`src/rtl/cordic_pkg.sv`:
```
// ----------------------------------------------------------------------------
// cordic_pkg
//   Shared definitions for the hyperbolic CORDIC arbiter slice.
//   - FUNC_EXP / FUNC_LN : function select encodings for the CORDIC core
//   - TAG_ID_W           : widest requester ID a tag can carry (up to 8 requesters)
//   - tag_t              : {vld, id} travelling alongside an op in the core
//   - cordic_latency()   : core start -> valid latency for a given core width
// ----------------------------------------------------------------------------
package cordic_pkg;

  localparam logic FUNC_EXP = 1'b0;
  localparam logic FUNC_LN  = 1'b1;

  localparam int TAG_ID_W = 3;

  typedef struct packed {
    logic                vld;
    logic [TAG_ID_W-1:0] id;
  } tag_t;

  function automatic int cordic_latency(input int w);
    return w + 3;
  endfunction

endpackage

```
`src/rtl/pipeline_registers.sv`:
```
// ----------------------------------------------------------------------------
// pipeline_registers
//   Plain delay line: data_in appears on data_out NUMBER_OF_STAGES cycles later.
//   Ports:
//     clk      : rising-edge clock
//     rst_n    : asynchronous active-low reset, clears every stage
//     data_in  : BIT_WIDTH-bit value captured each cycle
//     data_out : value from the last stage
// ----------------------------------------------------------------------------
module pipeline_registers #(
  parameter int BIT_WIDTH        = 1,
  parameter int NUMBER_OF_STAGES = 1
) (
  input  logic                 clk,
  input  logic                 rst_n,
  input  logic [BIT_WIDTH-1:0] data_in,
  output logic [BIT_WIDTH-1:0] data_out
);

  logic [BIT_WIDTH-1:0] stage_q [NUMBER_OF_STAGES];
  logic [BIT_WIDTH-1:0] stage_d [NUMBER_OF_STAGES];

  // Each stage takes the value of the one before it; stage 0 takes the input.
  always_comb begin
    stage_d[0] = data_in;
    for (int s = 1; s < NUMBER_OF_STAGES; s++) begin
      stage_d[s] = stage_q[s-1];
    end
  end

  always_ff @(posedge clk or negedge rst_n) begin
    if (!rst_n) begin
      for (int s = 0; s < NUMBER_OF_STAGES; s++) begin
        stage_q[s] <= '0;
      end
    end else begin
      for (int s = 0; s < NUMBER_OF_STAGES; s++) begin
        stage_q[s] <= stage_d[s];
      end
    end
  end

  assign data_out = stage_q[NUMBER_OF_STAGES-1];

endmodule

```
`src/rtl/rr_arbiter.sv`:
```
// ----------------------------------------------------------------------------
// rr_arbiter
//   Round-robin arbiter. The grant is combinational from the request vector and
//   the registered pointer; the pointer moves to the grantee when advance=1.
//   After reset the pointer sits on N-1 so requester 0 wins first.
//   Ports:
//     clk, rst : clock and synchronous active-high reset
//     req      : N request lines
//     advance  : commit the current grant (pointer <- grantee)
//     gnt      : one-hot grant (all zero when nothing requests)
//     gnt_id   : binary index of the grantee
// ----------------------------------------------------------------------------
module rr_arbiter #(
  parameter int N = 4
) (
  input  logic                 clk,
  input  logic                 rst,
  input  logic [N-1:0]         req,
  input  logic                 advance,
  output logic [N-1:0]         gnt,
  output logic [$clog2(N)-1:0] gnt_id
);

  localparam int PW = $clog2(N);

  logic [PW-1:0] ptr_q;
  logic [PW-1:0] ptr_d;
  logic [PW-1:0] idx;
  logic          found;

  // Scan ptr+1, ptr+2, ... wrapping at N; the first active request wins.
  always_comb begin
    gnt    = '0;
    gnt_id = '0;
    found  = 1'b0;
    idx    = '0;
    for (int k = 1; k <= N; k++) begin
      idx = PW'((int'(ptr_q) + k) % N);
      if (!found && req[idx]) begin
        gnt[idx] = 1'b1;
        gnt_id   = idx;
        found    = 1'b1;
      end
    end
  end

  always_comb begin
    ptr_d = ptr_q;
    if (advance) begin
      ptr_d = gnt_id;
    end
  end

  always_ff @(posedge clk) begin
    if (rst) begin
      ptr_q <= PW'(N - 1);
    end else begin
      ptr_q <= ptr_d;
    end
  end

endmodule

```
`src/rtl/cordic_hyp_arbiter.sv`:
```
// ----------------------------------------------------------------------------
// cordic_hyp_arbiter
//   Shares one pipelined hyperbolic CORDIC core (exp/ln, no backpressure) among
//   N_REQ requesters. One request per cycle is picked round-robin and issued;
//   a tag pipe carries the requester ID in step with the core so each result is
//   strobed back to its owner. Per-requester credits bound outstanding ops and
//   pause stops new accepts while in-flight ops drain.
//   Ports:
//     clk, rst      : clock, synchronous active-high reset
//     req_valid     : per-requester request valid
//     req_ready     : one-hot accept (transfer on valid & ready)
//     req_func      : per-requester function (0 = exp, 1 = ln)
//     req_a         : per-requester operand, slice i = [2W*i +: 2W]
//     pause         : block new accepts; in-flight ops complete
//     rsp_valid     : one-hot result strobe to the owner
//     rsp_data      : shared result bus, holds between strobes
//     cordic_start  : core start
//     cordic_func   : core function select
//     cordic_a      : core operand a
//     cordic_b      : core operand b (always zero)
//     cordic_valid  : core result valid
//     cordic_f      : core result
//     idle          : nothing in flight and nothing waiting to issue
//     err_orphan    : sticky, a core result and its tag disagreed
// ----------------------------------------------------------------------------
module cordic_hyp_arbiter
  import cordic_pkg::*;
#(
  parameter int N_REQ   = 4,
  parameter int W       = 12,
  parameter int LAT     = cordic_latency(W),
  parameter int MAX_OUT = 4
) (
  input  logic                   clk,
  input  logic                   rst,
  input  logic [N_REQ-1:0]       req_valid,
  output logic [N_REQ-1:0]       req_ready,
  input  logic [N_REQ-1:0]       req_func,
  input  logic [N_REQ*2*W-1:0]   req_a,
  input  logic                   pause,
  output logic [N_REQ-1:0]       rsp_valid,
  output logic [2*W-1:0]         rsp_data,
  output logic                   cordic_start,
  output logic                   cordic_func,
  output logic [2*W-1:0]         cordic_a,
  output logic [2*W-1:0]         cordic_b,
  input  logic                   cordic_valid,
  input  logic [2*W-1:0]         cordic_f,
  output logic                   idle,
  output logic                   err_orphan
);

  localparam int         IDW     = $clog2(N_REQ);
  localparam int         DW      = 2 * W;
  localparam int         TW      = 1 + IDW;
  localparam logic [3:0] CNT_MAX = 4'(MAX_OUT);

  logic [3:0]       cnt_q [N_REQ];
  logic [3:0]       cnt_d [N_REQ];
  logic [N_REQ-1:0] eligible;
  logic [N_REQ-1:0] gnt;
  logic [IDW-1:0]   gnt_id;
  logic             gnt_any;

  logic             start_q, start_d;
  logic             func_q, func_d;
  logic [DW-1:0]    a_q, a_d;
  logic [TW-1:0]    issue_tag_q, issue_tag_d;

  logic             tag_rst_n;
  logic [TW-1:0]    pipe_tag;
  tag_t             tag_out;

  logic [N_REQ-1:0] rel_q, rel_d;
  logic [N_REQ-1:0] rsp_valid_q, rsp_valid_d;
  logic [DW-1:0]    rsp_data_q, rsp_data_d;
  logic             err_orphan_q, err_orphan_d;
  logic             all_zero;

  // A requester may compete only while it has a credit left and the arbiter
  // is neither paused nor in reset; this keeps req_ready low during reset.
  always_comb begin
    eligible = '0;
    for (int i = 0; i < N_REQ; i++) begin
      eligible[i] = req_valid[i] & (cnt_q[i] < CNT_MAX) & ~pause & ~rst;
    end
  end

  rr_arbiter #(
    .N (N_REQ)
  ) u_rr_arbiter (
    .clk     (clk),
    .rst     (rst),
    .req     (eligible),
    .advance (gnt_any),
    .gnt     (gnt),
    .gnt_id  (gnt_id)
  );

  assign gnt_any   = |gnt;
  assign req_ready = gnt;

  // Issue register: the grantee's operand is muxed by the one-hot grant.
  // func/a hold when nothing is issued so the core inputs stay quiet.
  always_comb begin
    start_d     = gnt_any;
    func_d      = func_q;
    a_d         = a_q;
    issue_tag_d = '0;
    for (int i = 0; i < N_REQ; i++) begin
      if (gnt[i]) begin
        func_d = req_func[i];
        a_d    = req_a[i*DW +: DW];
      end
    end
    if (gnt_any) begin
      issue_tag_d = {1'b1, gnt_id};
    end
  end

  // The tag rides in the issue register alongside cordic_start, then through
  // LAT pipe stages, so it leaves the pipe in the cycle cordic_valid is due.
  assign tag_rst_n = ~rst;

  pipeline_registers #(
    .BIT_WIDTH        (TW),
    .NUMBER_OF_STAGES (LAT)
  ) u_tag_pipe (
    .clk      (clk),
    .rst_n    (tag_rst_n),
    .data_in  (issue_tag_q),
    .data_out (pipe_tag)
  );

  always_comb begin
    tag_out                = '0;
    tag_out.vld            = pipe_tag[TW-1];
    tag_out.id[IDW-1:0]    = pipe_tag[IDW-1:0];
  end

  // Return path. A tag with no matching core valid still frees its credit so
  // the requester cannot deadlock; either disagreement raises err_orphan.
  always_comb begin
    rel_d        = '0;
    rsp_valid_d  = '0;
    rsp_data_d   = rsp_data_q;
    err_orphan_d = err_orphan_q;
    if (tag_out.vld) begin
      for (int i = 0; i < N_REQ; i++) begin
        if (int'(tag_out.id) == i) begin
          rel_d[i] = 1'b1;
        end
      end
      if (cordic_valid) begin
        rsp_valid_d = rel_d;
        rsp_data_d  = cordic_f;
      end else begin
        err_orphan_d = 1'b1;
      end
    end else if (cordic_valid) begin
      err_orphan_d = 1'b1;
    end
  end

  // Credits count up on accept and down one cycle after the tag returns, so a
  // full requester is re-accepted in the cycle after its result strobe.
  always_comb begin
    for (int i = 0; i < N_REQ; i++) begin
      cnt_d[i] = cnt_q[i];
      if (gnt[i] && !rel_q[i]) begin
        cnt_d[i] = cnt_q[i] + 4'd1;
      end else if (!gnt[i] && rel_q[i]) begin
        cnt_d[i] = cnt_q[i] - 4'd1;
      end
    end
  end

  always_comb begin
    all_zero = 1'b1;
    for (int i = 0; i < N_REQ; i++) begin
      if (cnt_q[i] != 4'd0) begin
        all_zero = 1'b0;
      end
    end
  end

  always_ff @(posedge clk) begin
    if (rst) begin
      for (int i = 0; i < N_REQ; i++) begin
        cnt_q[i] <= '0;
      end
      start_q      <= 1'b0;
      func_q       <= FUNC_EXP;
      a_q          <= '0;
      issue_tag_q  <= '0;
      rel_q        <= '0;
      rsp_valid_q  <= '0;
      rsp_data_q   <= '0;
      err_orphan_q <= 1'b0;
    end else begin
      for (int i = 0; i < N_REQ; i++) begin
        cnt_q[i] <= cnt_d[i];
      end
      start_q      <= start_d;
      func_q       <= func_d;
      a_q          <= a_d;
      issue_tag_q  <= issue_tag_d;
      rel_q        <= rel_d;
      rsp_valid_q  <= rsp_valid_d;
      rsp_data_q   <= rsp_data_d;
      err_orphan_q <= err_orphan_d;
    end
  end

  assign cordic_start = start_q;
  assign cordic_func  = func_q;
  assign cordic_a     = a_q;
  assign cordic_b     = '0;
  assign rsp_valid    = rsp_valid_q;
  assign rsp_data     = rsp_data_q;
  assign err_orphan   = err_orphan_q;
  assign idle         = rst | (all_zero & ~start_q);

endmodule
```
`config.mk`:
```
export PLATFORM = sky130hd
export DESIGN_NAME = cordic_hyp_arbiter
export DESIGN_NICKNAME = d
export VERILOG_FILES = /design/src/rtl/cordic_pkg.sv /design/src/rtl/pipeline_registers.sv /design/src/rtl/rr_arbiter.sv /design/src/rtl/cordic_hyp_arbiter.sv
export SDC_FILE = /design/constraint.sdc
export NUM_CORES = 1
export LEC_CHECK = 0
export BUFFER_PORTS_ARGS = -buffer_cell sky130_fd_sc_hd__buf_2
export CAP_MARGIN = 10
export CORE_MARGIN = 1.5
export CORE_UTILIZATION = 31
export CTS_CLUSTER_SIZE = 30
export DETAILED_ROUTE_END_ITERATION = 7
export PLACE_DENSITY = 0.62
export SETUP_SLACK_MARGIN = 0.02
export SLEW_MARGIN = 5
export SYNTH_ARGS = -nofsm -noshare
export SYNTH_HDL_FRONTEND = slang
export SYNTH_SLANG_ARGS = --single-unit
```
`constraint.sdc`:
```
create_clock -name clk -period 5.72 [get_ports clk]
set_input_delay 0.286 -clock clk [delete_from_list [all_inputs] [get_ports clk]]
set_output_delay 0.286 -clock clk [all_outputs]
set_load 0.01 [all_outputs]
```
==> summary.md <==
| Metric | Value |
|---|---|
| Hold Vio Cnt, Final | `0` |
| Synth Cell Area | `5760 µm²` |
| Combinational power share | `47.0%` |
| Area leader, netlist | `dfxtp_1` |
| Initial antenna violation count | `2` |
| Top-Level Pins | `216` |
| Tmin final | `5190 ps` |
| Setup TNS | `0 ps` |
| Register Area | `2710 µm²` |
| Synth Register Bits | `124` |
| Via count | `4720` |
| Compound-gate portion of the synthesized area | `14.2%` |
| Top_reg_cell synth | `dfxtp_1` |
| Setup Skew | `11.3 ps` |
| CORE AREA | `18100 µm²` |
| Starting Density | `31.9%` |
| Final number of setup-violating endpoints | `0` |
| DR iter-0 viols | `231` |
| Clk Latency, worst-skew pair | `420 ps` |
| Adder-Cell Fraction of Synth Area | `5.73%` |
| H-tree depth | `4` |
| Overall die height | `139 µm` |
| Cell count after synthesis | `544` |
| DRC errors left | `14` |
| Post-DRT Antenna Nets | `0` |
| Worst vdd ir | `344 µV` |
| Post-synth ARST share | `36.3%` |
| Port Buffers | `191` |
| Pre-CTS setup slack | `645 ps` |
| Post-synth top area share | `27.4%` |
| Slew HR | `37.8%` |
| F_max | `0.193 GHz` |
| Leading cell types in the layout, fill and taps excluded | `buf_2, dfxtp_1, nor2_1` |
| Placer Congestion | `0.831` |
| Avg Inst Size Synth | `10.6 µm²` |
| Final WL | `14.6 mm` |
| Die X | `139 µm` |
| Average wire per standard cell | `15.1 µm` |
| Hold Crit Depth | `3` |
| Die area | `19400 µm²` |
| Multi-input logic area | `2740 µm²` |
| RSZ-0062 raised after global routing | `no` |
| Synth Area in XOR/XNOR | `1.82%` |
| Post-CTS Resized | `0` |
| Switching part of the total | `39.9%` |
| Post-DP HPWL | `10.8 mm` |
| Worst min path class | `primary input to flop` |
| Yosys cell types | `62` |
| Largest net degree at the start of global routing | `51` |
| NetSw | `1840 µW` |
| Postcts setup bufs | `0` |
| Final Slew Violations | `0` |
| Post-synthesis mux area share | `9.42%` |
| Crit share post-route | `90.7%` |
| Root buf cell | `clkbuf_16` |
| Clock Tree Buf Depth | `2` |
| Tightest Pin Transition | `929 ps` |
| Startpoint types | `flop` |
| Nets | `883` |
| Worst Path Arrival | `5520 ps` |
| Flop pwr share | `29.1%` |
| Internal | `2780 µW` |
| Power share of the clock group | `23.9%` |
| WS Path Type | `flop to flop` |
| PwrDens | `625 nW/µm²` |
| Leakage power | `0.00342 µW` |
| Sequential fraction of the synthesis area | `47.0%` |
| Drt pass-1 iters | `8` |
| Clock-pin slew on the worst setup and hold paths | `60 ps` |
| Simple logic cell fraction of the synthesized area | `14.8%` |
| Met2 WL | `6.62 mm` |
| Tot GR Track Use | `15.3%` |
| Status | `finished with violations` |
| Design Power | `4620 µW` |
| Layout cells sized above 1 | `34.6%` |
| Most common library cell in the layout ignoring fill and taps | `buf_2` |
| Routed met3 length | `1.19 mm` |
| Clock buffer count from CTS | `17` |
| Placement Rows | `49` |
| CP max FO | `27` |
| Area contributors post-synth | `dfxtp_1, dfrtp_1, mux2i_1, ha_1, buf_4` |
| First-pass GRT wire length | `23.1 mm` |
| Vias in the first global route | `4551` |
| DR vias/cell | `4.86` |
| Total gr overflow | `0` |
| CTS tree | `built` |
| Synth warn | `0` |
| Num Clock Sinks | `124` |
| Area delta synth->final | `28.2%` |
| Fillers | `1739` |
| M1 WL | `6.35 mm` |
| R2R cell count | `17` |
| Failing checks | `design-rule violations` |
| Cts hold-fix bufs | `0` |
| Crit path setup slack, layout | `531 ps` |
| Post-synth EDFFs | `0` |
| CP Capture Type | `flop` |
| Top sig layer | `met4` |
| Critical path data required time | `6060 ps` |
| Largest family of logic cells by synthesized area | `simple AND/OR/NAND/NOR gates` |
| Max cap viols | `0` |
[through the flow]
step	cells	util [%]	hold slack, ps	instance area (µm²)
floorplan	567	-	316	5850
global route	971	40.8	99.4	7390
CTS	969	40.8	94.7	7380
finish	971	40.8	107	7390
detailed placement	937	37.5	326	6770
global placement	937	37.5	324	6770
[registers in the layout, summed over array words and instances (netlist names), 3 cells and up]
name,flops
rsp_data,24
u_tag_pipe.stage_d,42
cordic_a,24
rsp_valid,4
rel_q,4
cnt_q,16
u_tag_pipe.data_out,3
[cell type report]
class / instances / share of cell area, %
clock buffer: 20 / 5.91
antenna: 2 / 0.0678
clock inverter: 12 / 2.32
tap: 229 / 3.88
multi-input combinational: 375 / 37.1
timing repair buffer: 195 / 13.3
sequential: 124 / 36.7
inverter: 14 / 0.711
[Yosys cell counts, drive strengths merged (6+ instances only)]
cell type   n
dfxtp      79
nor2       62
mux2i      52
dfrtp      45
buf        43
nor3       28
o221ai     25
a211oi     24
a21oi      22
ha         20
nand2      15
inv        14
clkbuf     11
o21ai       9
or3         8
xnor2       8
nand3       7
a221oi      6
[layer usage]
layer	global-route usage, %	vias up
met5	0	-
met4	7.78	0
met3	5.40	23
met2	24.8	230
met1	17.9	2170
li1	-	2297
[cell families after synthesis]
logic type / Yosys count
other: 1
XOR/XNOR: 12
AND/OR/NAND/NOR: 151
flip-flops: 124
multiplexers: 54
AO/OA/AOI/OAI: 110
buffers and inverters: 68
adder cells (fa/ha/maj): 24
[power groups by stage]
stage          logic [µW]  clock network (µW)  registers (µW)
2_1_floorplan        1720                   0            1350
3_3_place_gp         2150                   0            1350
3_5_place_dp         2180                   0            1360
4_1_cts              2180                1130            1350
5_1_grt              2410                1180            1380
6_report             2170                1100            1340
[path summary, 6_finish.rpt]
kind / slack, ps / from / endpoint
setup / recovery: 530 / u_rr_arbiter.ptr_q[0] / cnt_q[3][3]
hold / removal: 110 / cordic_f[10] / rsp_data[10]
setup reg to reg: 530 / u_rr_arbiter.ptr_q[0] / cnt_q[3][3]
hold reg to reg: 330 / issue_tag_q[0] / u_tag_pipe.stage_d[39]
max in group asynchronous: 4310 / rst / u_tag_pipe.stage_d[5]
min in group asynchronous: 540 / rst / u_tag_pipe.stage_d[10]
[critical path, stage by stage (launching register included)]
cell	delay (ps)
dfxtp_1	760
inv_1	300
ha_1	410
nor3b_1	410
a221oi_1	170
a31oi_1	730
and2_1	270
a2bb2oi_2	150
buf_4	310
inv_1	100
ha_1	230
inv_1	130
ha_1	240
a21o_1	180
a21oi_1	160
xnor2_1	90
or3_1	300
a21oi_1	150
Note: power is estimated with default switching activity, not from simulation.
